## config.mk

```make
export PLATFORM = sky130hd
export DESIGN_NAME = ct_resolve_unit
export DESIGN_NICKNAME = d
export VERILOG_FILES = /design/src/rtl/ct_resolve_unit.sv
export SDC_FILE = /design/constraint.sdc
export NUM_CORES = 1
export LEC_CHECK = 0
export CORE_ASPECT_RATIO = 0.75
export CORE_MARGIN = 10
export CORE_UTILIZATION = 31
export DETAILED_ROUTE_END_ITERATION = 10
export GPL_TIMING_DRIVEN = 0
export PLACE_DENSITY = 0.88
export SLEW_MARGIN = 40
export SYNTH_ARGS = -nofsm -noshare
export SYNTH_HDL_FRONTEND = slang
export SYNTH_SLANG_ARGS = --single-unit
```

## constraint.sdc

```tcl
create_clock -name clk -period 5.52 [get_ports clk]
set_input_delay 1.656 -clock clk [delete_from_list [all_inputs] [get_ports clk]]
set_output_delay 1.656 -clock clk [all_outputs]
set_load 0.05 [all_outputs]
```

## src/rtl/ct_resolve_unit.sv

```systemverilog
// ct_resolve_unit: control-transfer resolver feeding PC redirects.
//  - X path resolves JCC / JMP_REL / CALL_REL / JMP_REG combinationally.
//  - M path resolves RET / JMP_MEM when the target load returns, with a
//    bounded wait (MAX_WAIT) and a one-cycle ct_err pulse on timeout.
//  - Optional feature macro: CT_STATS_EN adds saturating redirect counters.
// Handshake: m_load_valid is a single-cycle valid with no back-pressure; the
// cycle it is high in PEND the target is consumed and the FSM returns to IDLE.
// The FSM state is visible as the internal signal fsm_state.
module ct_resolve_unit #(
  parameter int INSN_BYTES = 4,
  parameter int MAX_WAIT   = 15,
  parameter int WAIT_W     = 4
) (
  input  logic        clk,
  input  logic        n_rst,
  input  logic        hlt,
  input  logic        x_valid,
  input  logic [2:0]  x_ct_type,
  input  logic [3:0]  x_cond,
  input  logic [3:0]  x_flags,
  input  logic [31:0] x_pc,
  input  logic [31:0] x_imm,
  input  logic [31:0] x_rs_val,
  input  logic        m_load_valid,
  input  logic [31:0] m_load_data,
  output logic        ct_taken_x,
  output logic [31:0] ct_pc_x,
  output logic        ct_taken_m,
  output logic [31:0] ct_pc_m,
  output logic        x_stall,
  output logic        ct_err,
  output logic [31:0] stat_taken_x,
  output logic [31:0] stat_taken_m
);

  localparam logic [2:0] CT_JCC      = 3'd1;
  localparam logic [2:0] CT_JMP_REL  = 3'd2;
  localparam logic [2:0] CT_CALL_REL = 3'd3;
  localparam logic [2:0] CT_JMP_REG  = 3'd4;
  localparam logic [2:0] CT_RET      = 3'd5;
  localparam logic [2:0] CT_JMP_MEM  = 3'd6;

  localparam logic [WAIT_W-1:0] WAIT_LAST = WAIT_W'(MAX_WAIT - 1);

  typedef enum logic {ST_IDLE = 1'b0, ST_PEND = 1'b1} state_t;

  state_t            state_q, state_d;
  state_t            fsm_state;
  logic [WAIT_W-1:0] wait_cnt_q, wait_cnt_d;
  logic              err_d;
  logic              clear;
  logic              cond_sel;
  logic              cond_true;
  logic              x_live;
  logic              x_is_mem;
  logic [31:0]       rel_target;

  // hlt acts exactly like reset
  assign clear     = ~n_rst | hlt;
  assign fsm_state = state_q;

  // Flags are {OF,SF,ZF,CF}
  always_comb begin
    cond_sel = 1'b0;
    case (x_cond[3:1])
      3'd0: cond_sel = x_flags[3];
      3'd1: cond_sel = x_flags[0];
      3'd2: cond_sel = x_flags[1];
      3'd3: cond_sel = x_flags[0] | x_flags[1];
      3'd4: cond_sel = x_flags[2];
      3'd5: cond_sel = x_flags[2] ^ x_flags[3];
      3'd6: cond_sel = (x_flags[2] ^ x_flags[3]) | x_flags[1];
      default: cond_sel = 1'b1;
    endcase
  end

  assign cond_true  = cond_sel ^ x_cond[0];
  assign x_live     = x_valid & ~x_stall & ~ct_taken_m;
  assign x_is_mem   = (x_ct_type == CT_RET) | (x_ct_type == CT_JMP_MEM);
  assign rel_target = x_pc + 32'(INSN_BYTES) + x_imm;

  // State register, wait counter and registered error pulse
  always_ff @(posedge clk) begin
    if (clear) begin
      state_q    <= ST_IDLE;
      wait_cnt_q <= '0;
      ct_err     <= 1'b0;
    end else begin
      state_q    <= state_d;
      wait_cnt_q <= wait_cnt_d;
      ct_err     <= err_d;
    end
  end

  // Next-state: enter PEND on a memory-sourced transfer, leave on load or timeout
  always_comb begin
    state_d    = state_q;
    wait_cnt_d = wait_cnt_q;
    err_d      = 1'b0;
    case (state_q)
      ST_IDLE: begin
        if (x_live && x_is_mem) begin
          state_d    = ST_PEND;
          wait_cnt_d = '0;
        end
      end
      ST_PEND: begin
        if (m_load_valid) begin
          state_d    = ST_IDLE;
          wait_cnt_d = '0;
        end else if (wait_cnt_q == WAIT_LAST) begin
          state_d    = ST_IDLE;
          wait_cnt_d = '0;
          err_d      = 1'b1;
        end else begin
          wait_cnt_d = wait_cnt_q + 1'b1;
        end
      end
      default: begin
        state_d    = ST_IDLE;
        wait_cnt_d = '0;
      end
    endcase
  end

  // Outputs: M redirect and stall from FSM, X redirect from the live instruction
  always_comb begin
    ct_taken_m = (state_q == ST_PEND) & m_load_valid;
    ct_pc_m    = ct_taken_m ? m_load_data : 32'd0;
    x_stall    = (state_q == ST_PEND) & ~m_load_valid;
    ct_taken_x = 1'b0;
    ct_pc_x    = 32'd0;
    if (x_valid && !x_stall && !ct_taken_m) begin
      case (x_ct_type)
        CT_JCC: begin
          ct_taken_x = cond_true;
          ct_pc_x    = cond_true ? rel_target : 32'd0;
        end
        CT_JMP_REL, CT_CALL_REL: begin
          ct_taken_x = 1'b1;
          ct_pc_x    = rel_target;
        end
        CT_JMP_REG: begin
          ct_taken_x = 1'b1;
          ct_pc_x    = x_rs_val;
        end
        default: begin
          ct_taken_x = 1'b0;
          ct_pc_x    = 32'd0;
        end
      endcase
    end
  end

`ifdef CT_STATS_EN
  logic [31:0] stat_x_q, stat_m_q;

  // Saturating redirect counters
  always_ff @(posedge clk) begin
    if (clear) begin
      stat_x_q <= 32'd0;
      stat_m_q <= 32'd0;
    end else begin
      if (ct_taken_x && stat_x_q != 32'hFFFF_FFFF) stat_x_q <= stat_x_q + 32'd1;
      if (ct_taken_m && stat_m_q != 32'hFFFF_FFFF) stat_m_q <= stat_m_q + 32'd1;
    end
  end

  assign stat_taken_x = stat_x_q;
  assign stat_taken_m = stat_m_q;
`else
  assign stat_taken_x = 32'd0;
  assign stat_taken_m = 32'd0;
`endif

endmodule
```

Word level (Yosys, flattened, before mapping)
Index checks and enable logic that the tools add are counted.

Reduce and logical (&&, ||, !) cells: 9. Muxes and demuxes: 16. Bitwise logic cells: 15. Equality and inequality tests: 14. Add/sub/neg operators: 3.

Operators with widths (count): 32-bit two-way mux (3); 32-bit one-hot mux with 3 select lines (1); 32-bit by 3-bit adder with 32-bit output (second input constant) (1); 32-bit adder (1); 3-bit == test (second input constant) (6); 3-bit by 2-bit == test with 1-bit output (second input constant) (4); 4-bit two-way mux (3); 4-bit one-hot mux with 2 select lines (1); 1-bit one-hot mux with 7 select lines (1); 3-bit by 1-bit == test with 1-bit output (second input constant) (2); 3-bit OR reduction (2); 1-bit two-way mux (5); 1-bit NOT (5); 4-bit by 1-bit adder with 4-bit output (second input constant) (1); 1-bit bitwise AND (4); 4-bit == test (second input constant) (1); 1-bit OR (4); 1-bit one-hot mux with 2 select lines (2); 1-bit logical AND (3); 3-bit zero test (1); 1-bit zero test (2); 2-bit != test (second input constant) (1); 2-bit OR reduction (1); 1-bit XOR (2).

Flip-flop bits (word level): 6. Input port bits: 144. Logic and storage cells: 60. Output and inout port bits: 132.

Depth between registers and ports, before layout
Gate-level depths: netlist of run 1.

Depth after elaboration: 8. Depth in mapped cells: 12. Mapped depth without buffers: 12.

Worst setup path after synthesis of run 1
OpenSTA, ideal clock, no wires.

Kind: input -> output. Start point: in x_pc[1]. End point: out ct_pc_x[15]. Required time: 3.864 ns. Path buffers: 0. Stages on the path: 11. Setup slack: -0.681 ns. Arrival time: 4.545 ns. Cell sequence: ha_1 -> ha_1 -> fa_1 -> a211o_1 -> a21oi_1 -> o21bai_4 -> a31o_4 -> a21o_1 -> xor2_1 -> a22oi_1 -> nor2_1.

Longest elaborated chain between the ends: 5.

RTL lines: from (decl) (line 21) `input logic [31:0] x_pc,`; 32-bit by 3-bit adder with 32-bit output * (line 80) `assign rel_target = x_pc + 32'(INSN_BYTES) + x_imm;`; 32-bit adder * (line 80); 32-bit two-way mux (line 137) `ct_pc_x = cond_true ? rel_target : 32'd0;`; 32-bit one-hot mux with 3 select lines * (line 134) `case (x_ct_type)`; 32-bit two-way mux * (line 133) `if (x_valid && !x_stall && !ct_taken_m) begin`; to (decl) (line 27) `output logic [31:0] ct_pc_x,`.

Every way passes the cells marked *; elsewhere a longest branch is shown, timed or not.

Worst setup path after layout of run 1
Same ends and word-level chain as after synthesis.

==> impl_metrics.sql, run 1 <==
INSERT INTO impl_metrics (metric_group, metric, value, unit) VALUES
('routing', 'via_count', '4690', ''),
('place', 'place_congestion', '0.941', ''),
('clocking', 'root_buffer', 'clkbuf_16', ''),
('logic_synthesis', 'multiplexer_share_of_the_synthesized_area', '0.00289', ''),
('timing', 'tns', '-4.79', 'ns'),
('setup_path', 'worst_path_largest_cell_delay', '0.34', 'ns'),
('grt', 'global_route.usage.total', '0.205', ''),
('timing', 'rsz0062_at_grt', 'yes', ''),
('timing', 'post-route-worst-setup-slack', '-0.421', 'ns'),
('setup_path', 'path_class', 'primary input to output port', ''),
('place', 'placement.io_buffers', '211', ''),
('timing', 'max_clock_freq', '168', 'MHz'),
('logic_synthesis', 'post_synth_xor_area_fraction', '0.0733', ''),
('logic_synthesis', 'post_synthesis_sequential_element_count', '6', ''),
('grt', 'grt_antenna_before_repair', '1', ''),
('timing', 'timing_worst_slew_pin_value', '0.533', 'ns'),
('logic_synthesis', 'synth.distinct_cells', '55', ''),
('status', 'failed_checks', 'negative setup slack', ''),
('status', 'run_status', 'finished with violations', ''),
('logic_synthesis', 'yosys_warnings', '0', ''),
('pwr', 'vdd_drop_max', '0.0737', 'mV'),
('routing', 'avgViaCountPerCell', '5.03', ''),
('clocking', 'tritoncts', 'yes', ''),
('timing', 'finalClockSkew', '0.000416', 'ns'),
('routing', 'dr.pass1.iters', '4', ''),
('timing', 'final_hold_viol_count', '0', ''),
('timing', 'finalSetupViolations', '22', ''),
('logic_synthesis', 'syn_inst', '460', ''),
('routing', 'wl_per_cell', '20.0', 'um'),
('clocking', 'cts.reportedPaths.clkPinSlew', '0.03', 'ns'),
('logic_synthesis', 'post_synthesis_simple_gate_area_fraction', '0.203', ''),
('place', 'dp_hpwl', '13.1', 'mm'),
('final_layout', 'drive_gt1_frac', '0.437', ''),
('routing', 'final_antenna_net_count', '0', ''),
('setup_path', 'critical-path-top-delay-family', 'compound AO/OA/AOI/OAI gates', ''),
('clocking', 'worstSkewPairLatency', '0.23', 'ns'),
('setup_path', 'worst_ep_required_time', '3.86', 'ns'),
('logic_synthesis', 'mappedNetlistArea', '3470', 'um^2'),
('routing', 'first_iter_violations', '245', ''),
('clocking', 'ctsHtreeMaxLevel', '1', ''),
('grt', 'grt_overflow', '0', ''),
('floorplan', 'floorplan.initialDensity', '0.317', ''),
('clocking', 'tritoncts_num_sinks', '6', ''),
('logic_synthesis', 'ys_seq_area_frac', '0.0347', ''),
('floorplan', 'die_y_extent', '112', 'um'),
('place', 'detailed_place.area', '6170', 'um^2'),
('final_layout', 'multi_input_comb_area', '4150', 'um^2'),
('final_layout', 'flow.area_growth_from_synthesis', '122', '%'),
('timing', 'hold_slack', '0.488', 'ns'),
('pwr', 'power_density', '145', 'nW/um^2'),
('logic_synthesis', 'synthFlopType', 'dfxtp_1', ''),
('final_layout', 'finalNetCount', '1002', ''),
('clocking', 'cts_buffers', '3', ''),
('setup_path', 'arrival', '4.28', 'ns'),
('run', 'cap_violations', '0', ''),
('logic_synthesis', 'ys_async_sr_fraction', '0', ''),
('grt', 'maximum_number_of_pins_on_one_net_before_global_route_repair', '11', ''),
('worst_hold_path', 'worst_hold_path_type', 'flip-flop to flip-flop', ''),
('final_layout', 'final_cell_area', '7700', 'um^2'),
('logic_synthesis', 'synth_fa_ha_area_frac', '0.233', ''),
('logic_synthesis', 'synth_top_family_by_area', 'compound AO/OA/AOI/OAI gates', ''),
('floorplan', 'placement_rows', '33', ''),
('grt', 'grt_pass1_vias', '4760', ''),
('clocking', 'max-clock-path-buffers', '2', ''),
('floorplan', 'area_of_the_die', '15900', 'um^2'),
('pwr', 'power_leakage', '3.60', 'nW'),
('routing', 'drc', '0', ''),
('final_layout', 'layout.core_utilization', '0.704', ''),
('setup_path', 'critical_path.slowest_cell', 'fa_2', ''),
('timing', 'drv_slew', '0', ''),
('final_layout', 'fillCellCount', '790', '');
-- per-stage QoR --
stage               power (mW)  setup WS, ns  std cells
floorplan                0.516        -0.124        523
global placement         0.712         -1.56        874
detailed placement       0.717         -1.54        874
CTS                       1.01        -0.468        919
global route              1.17        -0.477        933
finish                    1.12        -0.421        933
-- report_power, final --
part           internal [mW]  total [mW]  switching, mW
logic                  0.453       0.959          0.507
registers             0.0439      0.0440       0.000112
clock network         0.0929       0.117         0.0239
total                  0.589        1.12          0.531
-- Yosys cell counts (6+ instances only) --
cell type  instances  area share
nand3_1            7       0.010
a21oi_1           29       0.042
nand2_1           14       0.015
o21ai_0           12       0.017
a22o_1            15       0.038
and2_1             6       0.011
inv_1             10       0.011
and3_1            37       0.067
nor2b_1            7       0.013
clkbuf_1          17       0.018
xnor2_1           15       0.038
a21o_1            18       0.039
xor2_1            14       0.035
dfxtp_1            6       0.035
a31oi_1            8       0.014
ha_1              63        0.23
nor2_1            36       0.039
a22oi_1           17       0.037
buf_4             64        0.14
-- metal layers --
| metal | vias up | global-route usage | part of all wire |
|---|---|---|---|
| met5 | - | 0 | 0 |
| met1 | 2211 | 0.228 | 0.37 |
| met3 | 40 | 0.0522 | 0.080 |
| met2 | 203 | 0.368 | 0.52 |
| met4 | 0 | 0.0666 | 0.030 |
| li1 | 2236 | - | - |
-- area by class of cell --
type / instances / area share
flip-flops and latches: 6 / 0.0156
inverters: 10 / 0.00520
repair buffers: 273 / 0.335
clock buffers: 3 / 0.00974
diodes: 1 / 0.000325
plain buffers: 78 / 0.0732
multi-input cells: 422 / 0.538
well taps: 140 / 0.0227
-- worst paths after layout --
path              cells past startpoint          start  slack (ns)       endpoint
setup / recovery                     14        x_pc[1]       -0.42    ct_pc_x[15]
hold / removal                        1  wait_cnt_q[3]        0.49  wait_cnt_q[3]
setup reg to reg                      6      fsm_state        3.91  wait_cnt_q[3]
hold reg to reg                       1  wait_cnt_q[3]        0.49  wait_cnt_q[3]
-- placed cells by master, fill, tap and decap left out, drive strengths merged, types with 3 or more instances in the layout --
cell type      netlist  routed
a211o                3       3
a211oi               3       3
a21o                18      18
a21oi               31      31
a221oi               3       3
a22o                15      15
a22oi               17      17
a31oi                8       8
and2                 6       6
and3                38      38
and4                 4       4
buf                 68     179
clkbuf              17      22
clkdlybuf4s15        0      10
clkdlybuf4s50        0     126
conb                 1      64
dfxtp                6       6
dlygate4sd2          0      12
dlymetal6s2s         0       5
ha                  63      63
inv                 10      10
nand2               14      14
nand2b               3       3
nand3                7       7
nand4                4       4
nor2                36      36
nor2b                7       7
o21a                 4       4
o21ai               15      15
o21bai               5       5
xnor2               15      15
xor2                14      14
-- repair_timing --
action | in CTS | in global routing
hold buffers | 0 | 0
buffers inserted | 49 | 13
resized for setup | 452 | 74
pin swaps | 113 | 71
setup endpoints to repair | 33 | 28
-- logic make-up after synthesis --
family,after synthesis
compound gates,134
simple gates,130
other cells,1
mux,1
buf+inv,95
flops,6
fa+ha+maj,64
xor+xnor,29
-- worst reg2reg max path, stage by stage (launching register included) --
cell      delay (ns)
dfxtp_1         0.30
clkbuf_1        0.28
nor2b_1         0.31
nand2_1         0.19
a31oi_1         0.18
nor2_1          0.05
a211oi_1        0.22
-- sequential cells by signal (all words and copies together) (netlist names) --
signal / flops
ct_err: 1
wait_cnt_q: 4
fsm_state: 1
Power figures use the tool's default switching activity.
==> inputs of run 2 (changes only) <==
Settings changed: HOLD_SLACK_MARGIN set to 0.15, REMOVE_ABC_BUFFERS set to 1.
==> run 2 against run 1 <==
  * Maximum frequency about the same
  * Critical path depth down 1
  * Wire length down 9.2%
  * The flow still finishes with violations (negative setup slack)
  * Global-route usage down 1.7 points
  * Critical endpoint is now ct_pc_x[19]
  * Core utilization down 5.5 points
  * Non-clock buffer count down 70
==> impl_metrics.sql, run 2 (same netlist as run 1, synthesis figures left out) <==
INSERT INTO impl_metrics (metric_group, metric, value, unit) VALUES
('grt', 'grt_overflow', '0', ''),
('clocking', 'tritoncts_num_sinks', '6', ''),
('routing', 'dr.pass1.iters', '4', ''),
('timing', 'finalSetupViolations', '21', ''),
('final_layout', 'largest_register_ff_count', '4', ''),
('floorplan', 'floorplan.initialDensity', '0.317', ''),
('setup_path', 'arrival', '4.28', 'ns'),
('floorplan', 'area_of_the_die', '15900', 'um^2'),
('routing', 'finalWirelength', '16.9', 'mm'),
('floorplan', 'placement_rows', '33', ''),
('clocking', 'max-clock-path-buffers', '2', ''),
('floorplan', 'num_io_pins', '276', ''),
('clocking', 'tritoncts', 'yes', ''),
('timing', 'layout_min_cycle_time', '5.94', 'ns'),
('floorplan', 'core-area', '10900', 'um^2'),
('setup_path', 'path_class', 'primary input to output port', ''),
('final_layout', 'drive_gt1_frac', '0.352', ''),
('timing', 'finalClockSkew', '0.000343', 'ns'),
('worst_hold_path', 'worst_hold_path_type', 'flip-flop to flip-flop', ''),
('clocking', 'worstSkewPairLatency', '0.23', 'ns'),
('timing', 'max_clock_freq', '168', 'MHz'),
('timing', 'post-route-worst-setup-slack', '-0.420', 'ns'),
('timing', 'drv_slew', '0', ''),
('grt', 'global_route.usage.total', '0.188', ''),
('setup_path', 'critical_path.startpoint_type', 'primary input', ''),
('place', 'dp_hpwl', '12.0', 'mm'),
('routing', 'drc', '0', ''),
('final_layout', 'finalNetCount', '934', ''),
('timing', 'tns', '-4.55', 'ns'),
('pwr', 'vdd_drop_max', '0.0790', 'mV'),
('clocking', 'cts.reportedPaths.clkPinSlew', '0.03', 'ns'),
('grt', 'grt_antenna_before_repair', '1', ''),
('clocking', 'root_buffer', 'clkbuf_16', ''),
('status', 'run_status', 'finished with violations', ''),
('status', 'failed_checks', 'negative setup slack', ''),
('timing', 'min_period_over_period', '1.08', ''),
('place', 'placement.io_buffers', '211', ''),
('floorplan', 'die_y_extent', '112', 'um'),
('timing', 'rsz0062_at_grt', 'yes', ''),
('worst_hold_path', 'hold-path-cell-count', '1', ''),
('final_layout', 'instances_no_fill', '865', ''),
('routing', 'first_iter_violations', '226', ''),
('setup_path', 'critPathCaptureType', 'output port', ''),
('routing', 'avgViaCountPerCell', '5.07', ''),
('final_layout', 'fillCellCount', '881', ''),
('grt', 'grt_pass1_vias', '4551', ''),
('final_layout', 'layout.cells.most_common_list', '129 x clkdlybuf4s50_1, 64 x conb_1, 62 x buf_4', ''),
('final_layout', 'layout.core_utilization', '0.649', ''),
('grt', 'grt_most_used_layer', 'met2', ''),
('place', 'place_congestion', '0.882', ''),
('floorplan', 'horizontal_die_dimension', '142', 'um'),
('setup_path', 'worst_ep_required_time', '3.86', 'ns'),
('grt', 'global_route_wire_length_before_repair', '24.9', 'mm'),
('pwr', 'power_leakage', '3.20', 'nW'),
('routing', 'wl_per_cell', '19.6', 'um'),
('pwr', 'design_power_total', '1.07', 'mW'),
('clocking', 'ctsHtreeMaxLevel', '1', ''),
('timing', 'timing_worst_slew_pin_value', '0.779', 'ns'),
('run', 'cap_violations', '0', ''),
('final_layout', 'layout_commonest_cell', 'clkdlybuf4s50_1', ''),
('final_layout', 'regArea', '121', 'um^2'),
('grt', 'globalRouteMet3Util', '0.0340', ''),
('grt', 'grt.met1_usage', '0.205', ''),
('grt', 'globalRouteMet2Util', '0.356', ''),
('routing', 'final_antenna_net_count', '0', ''),
('pwr', 'power_density', '150', 'nW/um^2'),
('setup_path', 'worst-r2r-cell-count', '5', ''),
('grt', 'maximum_number_of_pins_on_one_net_before_global_route_repair', '38', ''),
('clocking', 'cts_buffers', '3', ''),
('routing', 'via_count', '4389', ''),
('final_layout', 'regMostFlops', 'wait_cnt_q', ''),
('final_layout', 'multi_input_comb_area', '4100', 'um^2'),
('setup_path', 'crit_path_max_fanout', '4', ''),
('timing', 'timing.max_slew.rel_slack', '0.481', ''),
('timing', 'hold_slack', '0.493', 'ns'),
('place', 'post-place-cells', '789', ''),
('final_layout', 'flow.area_growth_from_synthesis', '105', '%'),
('timing', 'final_hold_viol_count', '0', '');
## run 2: cell count changes in the layout (fill, tap and decap cells not counted), sizes merged
cell / before / now
buf: 179 / 115
nor2b: 7 / 8
clkdlybuf4s15: 10 / 5
nand3: 7 / 8
dlygate4sd2: 12 / 25
clkbuf: 22 / 10
dlymetal6s2s: 5 / 0
clkdlybuf4s50: 126 / 129
## run 2: repair_timing
item / 4_1_cts / 5_1_grt
pin swaps: 97 / 65
cloned: 2 / 0
setup buffers: 55 / 18
resized for setup: 400 / 92
hold buffers: 0 / 0
setup endpoints to repair: 33 / 27
## run 2: area by class of cell
class / count / share of cell area
Multi-Input combinational cell: 424 / 0.577
Timing Repair Buffer: 281 / 0.364
Tap cell: 140 / 0.0247
Sequential cell: 6 / 0.0171
Clock buffer: 3 / 0.0106
Inverter: 10 / 0.00634
Antenna cell: 1 / 0.000352
## run 2: path summary, 6_finish.rpt
kind / startpoint / endpoint / slack [ns]
worst min-delay path: wait_cnt_q[3] / wait_cnt_q[3] / 0.49
worst max-delay path: x_pc[1] / ct_pc_x[19] / -0.42
worst max register to register: fsm_state / wait_cnt_q[3] / 3.82
worst min register to register: wait_cnt_q[3] / wait_cnt_q[3] / 0.49
## run 2: layer usage
layer,part of all wire,vias to the layer above,wire (um)
met3,0.077,28,1310
met1,0.37,2051,6200
met4,0.024,0,406
met2,0.53,202,9030
met5,0,-,0
li1,-,2108,-
## run 2: critical path, cell delays in order
cell and delay [ns]:
buf_6 0.10, ha_4 0.23, ha_4 0.17, fa_2 0.35
a211o_1 0.33, a21oi_2 0.20, o21bai_4 0.11, a31o_4 0.25
buf_6 0.12, a221oi_4 0.28, xnor2_2 0.12, a22o_1 0.21
buf_6 0.15
## run 2: power breakdown
group	internal (mW)	switching [mW]	total (mW)
Combinational	0.419	0.486	0.905
Clock	0.0929	0.0238	0.117
Sequential	0.0439	0.00120	0.0451
Total	0.556	0.511	1.07
## run 2: through the flow
stage	worst slack [ns]	area, um^2
3_5_place_dp	-1.81	5440
5_1_grt	-0.524	7100
3_3_place_gp	-2.07	5430
4_1_cts	-0.475	6670
6_report	-0.420	7100
2_1_floorplan	-0.689	3140
